## src/rtl/axil_single_master.sv

```systemverilog
// axil_single_master: one-shot command/response front end issuing single AXI4-lite reads and writes
module axil_single_master #(
  parameter int C_M_AXI_DATA_WIDTH = 32,
  parameter int C_M_AXI_ADDR_WIDTH = 4
) (
  input  logic                            m_axi_aclk,
  input  logic                            m_axi_areset,
  input  logic                            cmd_valid,
  output logic                            cmd_ready,
  input  logic                            cmd_write,
  input  logic [C_M_AXI_ADDR_WIDTH-1:0]   cmd_addr,
  input  logic [C_M_AXI_DATA_WIDTH-1:0]   cmd_wdata,
  input  logic [C_M_AXI_DATA_WIDTH/8-1:0] cmd_wstrb,
  output logic                            rsp_valid,
  input  logic                            rsp_ready,
  output logic [C_M_AXI_DATA_WIDTH-1:0]   rsp_rdata,
  output logic [1:0]                      rsp_resp,
  output logic                            busy,
  output logic [C_M_AXI_ADDR_WIDTH-1:0]   m_axi_awaddr,
  output logic [2:0]                      m_axi_awprot,
  output logic                            m_axi_awvalid,
  input  logic                            m_axi_awready,
  output logic [C_M_AXI_DATA_WIDTH-1:0]   m_axi_wdata,
  output logic [C_M_AXI_DATA_WIDTH/8-1:0] m_axi_wstrb,
  output logic                            m_axi_wvalid,
  input  logic                            m_axi_wready,
  input  logic [1:0]                      m_axi_bresp,
  input  logic                            m_axi_bvalid,
  output logic                            m_axi_bready,
  output logic [C_M_AXI_ADDR_WIDTH-1:0]   m_axi_araddr,
  output logic [2:0]                      m_axi_arprot,
  output logic                            m_axi_arvalid,
  input  logic                            m_axi_arready,
  input  logic [C_M_AXI_DATA_WIDTH-1:0]   m_axi_rdata,
  input  logic [1:0]                      m_axi_rresp,
  input  logic                            m_axi_rvalid,
  output logic                            m_axi_rready
);
  typedef enum logic [2:0] {IDLE, RD_A, RD_D, WR_AW, WR_B, RSP} state_t;
  state_t state, state_nxt;
  logic [C_M_AXI_ADDR_WIDTH-1:0] addr;
  logic [C_M_AXI_DATA_WIDTH-1:0] wdata;
  logic [C_M_AXI_DATA_WIDTH/8-1:0] wstrb;
  logic aw_done, w_done;
  logic accept, misaligned, ar_hs, r_hs, aw_hs, w_hs, b_hs, rsp_hs;
  assign cmd_ready = state == IDLE;
  assign busy = state != IDLE;
  assign rsp_valid = state == RSP;
  assign m_axi_arvalid = state == RD_A;
  assign m_axi_rready = state == RD_D;
  assign m_axi_awvalid = state == WR_AW && !aw_done;
  assign m_axi_wvalid = state == WR_AW && !w_done;
  assign m_axi_bready = state == WR_B;
  assign m_axi_awaddr = addr;
  assign m_axi_araddr = addr;
  assign m_axi_wdata = wdata;
  assign m_axi_wstrb = wstrb;
  assign m_axi_awprot = 3'b000;
  assign m_axi_arprot = 3'b000;
  assign accept = cmd_valid && cmd_ready;
  assign misaligned = cmd_addr[1:0] != 2'b00;
  assign ar_hs = m_axi_arvalid && m_axi_arready;
  assign r_hs = m_axi_rvalid && m_axi_rready;
  assign aw_hs = m_axi_awvalid && m_axi_awready;
  assign w_hs = m_axi_wvalid && m_axi_wready;
  assign b_hs = m_axi_bvalid && m_axi_bready;
  assign rsp_hs = rsp_valid && rsp_ready;
  always_comb begin
    state_nxt = state;
    case (state)
      IDLE:    state_nxt = !accept ? IDLE : misaligned ? RSP : cmd_write ? WR_AW : RD_A;
      RD_A:    state_nxt = ar_hs ? RD_D : RD_A;
      RD_D:    state_nxt = r_hs ? RSP : RD_D;
      WR_AW:   state_nxt = (aw_done || aw_hs) && (w_done || w_hs) ? WR_B : WR_AW;
      WR_B:    state_nxt = b_hs ? RSP : WR_B;
      RSP:     state_nxt = rsp_hs ? IDLE : RSP;
      default: state_nxt = IDLE;
    endcase
  end
  always_ff @(posedge m_axi_aclk) begin
    if (m_axi_areset) begin
      state <= IDLE;
      addr <= '0;
      wdata <= '0;
      wstrb <= '0;
      aw_done <= 1'b0;
      w_done <= 1'b0;
      rsp_rdata <= '0;
      rsp_resp <= 2'b00;
    end else begin
      state <= state_nxt;
      if (accept) begin
        addr <= cmd_addr;
        wdata <= cmd_wdata;
        wstrb <= cmd_wstrb;
        aw_done <= 1'b0;
        w_done <= 1'b0;
        rsp_rdata <= '0;
        rsp_resp <= misaligned ? 2'b10 : 2'b00;
      end
      if (aw_hs) aw_done <= 1'b1;
      if (w_hs) w_done <= 1'b1;
      if (r_hs) begin
        rsp_rdata <= m_axi_rdata;
        rsp_resp <= m_axi_rresp;
      end
      if (b_hs) begin
        rsp_rdata <= '0;
        rsp_resp <= m_axi_bresp;
      end
    end
  end
endmodule

```

## config.mk

```make
export PLATFORM = sky130hd
export DESIGN_NAME = axil_single_master
export DESIGN_NICKNAME = d
export VERILOG_FILES = /design/src/rtl/axil_single_master.sv
export SDC_FILE = /design/constraint.sdc
export NUM_CORES = 1
export LEC_CHECK = 0
export CAP_MARGIN = 20
export CELL_PAD_IN_SITES_DETAIL_PLACEMENT = 1
export CELL_PAD_IN_SITES_GLOBAL_PLACEMENT = 1
export CORE_UTILIZATION = 23
export DETAILED_ROUTE_END_ITERATION = 12
export PLACE_DENSITY = 0.84
export SYNTH_ARGS = -nofsm -noshare
export SYNTH_HDL_FRONTEND = slang
export SYNTH_SLANG_ARGS = --single-unit
```

## constraint.sdc

```tcl
create_clock -name m_axi_aclk -period 1.4 [get_ports m_axi_aclk]
set_input_delay 0.28 -clock m_axi_aclk [delete_from_list [all_inputs] [get_ports m_axi_aclk]]
set_output_delay 0.28 -clock m_axi_aclk [all_outputs]
set_load 0.05 [all_outputs]
```

==> impl_results.md <==
* Status: finished, violations left
* Failing checks: setup timing
* Tot GR Track Use at between 20% and 30%
* VDD IR max at ~0.69 mV
* Initial antenna violation count at 0
* Cts bufs inserted at 9
* Maxcap violations at 0
* Total die area at 0.0138 sq mm
* Clock Pin Slew Worst Setup and Hold Paths at 0.06 ns
* Post-synthesis register bit count at between 70 and 80
* Fin nets at roughly 700
* Mapped cell area at slightly above 0.003 sq mm
* Worst EP required at 1.12 ns
* Core area at ~0.013 sq mm
* Comb power frac at 45.6%
* Clock Tree Buf Depth at 2
* Synth Warn # at 0
* Clock network power share at a little over a quarter
* First-pass GRT wire length at between 20,000 and 30,000 um
* Final hold vios at 0
* Endpoint type of the worst setup path: output pin
* Mean routed wirelength per cell at 22.1 um
* Clock Tree Root: clkbuf_16
* Non-Filler Instances at a little under 800
* Final ANT Viol Nets at 0
* TNS Setup at -16.61 ns
* Fin crit share at 122%
* CTS H-tree depth at 3
* Mean Syn Cell Area at 7.83 sq um
* Switching Fraction at roughly a third
* Fraction of layout cells with a size suffix above 1 at slightly below 60%
* Final setup margin at -0.302 ns
* Total number of vias at around 3,800
* GPL Wtd Cong at about 0.8
* Drc violations at 0
* Post-cts hold buffer count at 0
* Switch Pwr at between 3 and 4 mW
* Reg power frac at between 20 and 30%
* Int Pwr at ~6.3 mW
* FMAX at between 500 and 600 MHz
* Top Ports at between 150 and 200
* CTS tree: built
* Hold Crit Class: in -> reg
* Min Clock Period, post-route at roughly 1.7 ns
* Synth Instances at slightly below 400
* Starting density of the core at 24.0%
* Crit path kind: reg -> out
* DRT iter0 DRCs at around 130
* Crit path buffers/inverters at 2
* Std-Cell Rows at between 40 and 50
* Most frequent cells in the layout: buf_12, clkdlybuf4s50_1, dfxtp_1
* Share of the synthesized area in the top cell type at about half
* Number of I/O port buffers at 171
* Top cells by area, synth: dfxtp_1, nand2_1, a21oi_1, nand3_1, buf_4
* WHS at a little under 0.5 ns
* Detailed Routing Iterations Pass 1 at 4
* P&R area growth vs syn at 162%
* Global route overflow at 0
* CP max stage cell: dfxtp_2
* Cell taking the most area after synthesis: dfxtp_1
* Pwr dens at 1200 mW/mm^2
* Vias per cell at between 4 and 5
* Final Power at ~9.7 mW
* Fill cells at about 1,200
* Number of clock sinks at 79
* Die X at between 100 and 150 um
* Largest net degree at the start of global routing at 33
* Inserted Diodes at 0
* Worst-path cell chain: buf_6 > nand3b_1 > nor2_4 > buf_12
* Clock Skews at 0.00573 ns
* Leak at 3.23 nW
* Final wirelength at about 17,000 um
* Startpoint types: flop
* Arrival time at the worst endpoint at 1.42 ns
* Final HPWL DP at 9300 um
* Post-layout util at about 63%
* Commonest non-fill, non-tap cell in the layout: buf_12
* Vias in the first global route at between 4,000 and 5,000
* Die height at approximately 120 um
* Slew Viols, Final at 0
* Unrepaired setup endpoints after global routing: yes
* Max incr delay on CP at between 0.3 and 0.4 ns
* Crit-path max FO at 4
* Setup-failing EPs final at between 80 and 90
* CP delay by family, top: simple AND/OR/NAND/NOR gates
* Placed insts at approximately 730
* Register area share after synthesis at between 50% and 60%
* Library cells used by synthesis at 31
* Clock Latency Late Sink at around 0.34 ns
-- cell families after synthesis --
| group | count (synthesis) | synth area share (%) |
|---|---|---|
| and+or+nand+nor | 179 | 25.3 |
| AOI/OAI and AO/OA | 89 | 15.1 |
| DFF | 79 | 51.4 |
| buffers and inverters | 44 | 7.72 |
| muxes | 1 | 0.325 |
| other | 1 | 0.122 |
-- through the flow --
step	instance area (sq um)	setup WS, ns
floorplan	3230	-0.265
global placement	6010	-0.427
detailed placement	6010	-0.483
CTS	7670	-0.315
global route	8070	-0.339
finish	8070	-0.302
-- synthesized netlist by cell type (all sizes together) --
master,instances
nand3,33
nor2b,1
clkbuf,19
or4b,1
mux2i,1
a22o,1
nor2,10
nand3b,2
and3,1
a32oi,1
nand2b,3
a31oi,2
or2,1
o22ai,2
nor3,2
nand4b,1
nor3b,3
a21o,1
a21oi,78
dfxtp,79
and2,4
buf,22
nand2,116
conb,1
inv,3
nor4,1
a211oi,2
o21ai,2
-- per-layer routing --
layer / vias up / global-route usage, % / wire length [um]
li1: 1738 / - / -
met1: 1834 / 23.2 / 6030
met2: 154 / 48.4 / 9740
met3: 39 / 7.12 / 1060
met4: 0 / 12.2 / 572
met5: - / 0 / 0
-- path summary, 6_finish.rpt --
kind,startpoint,end,depth (start not counted),slack (ns)
worst min register to register,m_axi_wdata[28],m_axi_wdata[28],2,0.50
worst max register to register,state[0],rsp_rdata[17],8,-0.25
worst min-delay path,cmd_wdata[28],m_axi_wdata[28],3,0.49
worst max-delay path,state[2],m_axi_awvalid,4,-0.30
-- state kept, by name (all words and copies together), names as in the netlist --
signal        flops
m_axi_wdata      32
rsp_rdata        32
m_axi_araddr      4
m_axi_wstrb       4
state             3
rsp_resp          2
aw_done           1
w_done            1
-- area by class of cell --
class | instances | area [sq um] | share of cell area, %
multi-input cells | 275 | 2280 | 28.3
inverters | 3 | 11.3 | 0.140
repair buffers | 243 | 3650 | 45.2
clock buffers | 13 | 260 | 3.23
clock inverters | 3 | 65.1 | 0.806
well taps | 172 | 215 | 2.67
flip-flops and latches | 79 | 1590 | 19.6
-- power by group through the flow --
| stage | registers [mW] | logic [mW] | clock network, mW |
|---|---|---|---|
| 3_5_place_dp | 2.67 | 2.92 | 0 |
| 4_1_cts | 2.68 | 4.22 | 2.63 |
| 5_1_grt | 2.72 | 4.58 | 2.71 |
| 6_report | 2.70 | 4.41 | 2.58 |
| 2_1_floorplan | 3.11 | 0.993 | 0 |
| 3_3_place_gp | 2.66 | 2.84 | 0 |
-- tightest hold or removal path, stage by stage --
cell	delay, ns
clkdlybuf4s50_1	0.39
nand2_1	0.06
a21oi_1	0.05
-- repair_timing --
action,in CTS,in global routing
pin swaps,44,74
gates resized for setup,169,110
buffers inserted,25,8
endpoints found under the setup margin,82,87
gates cloned,17,0
(Power assumes the default switching activity.)
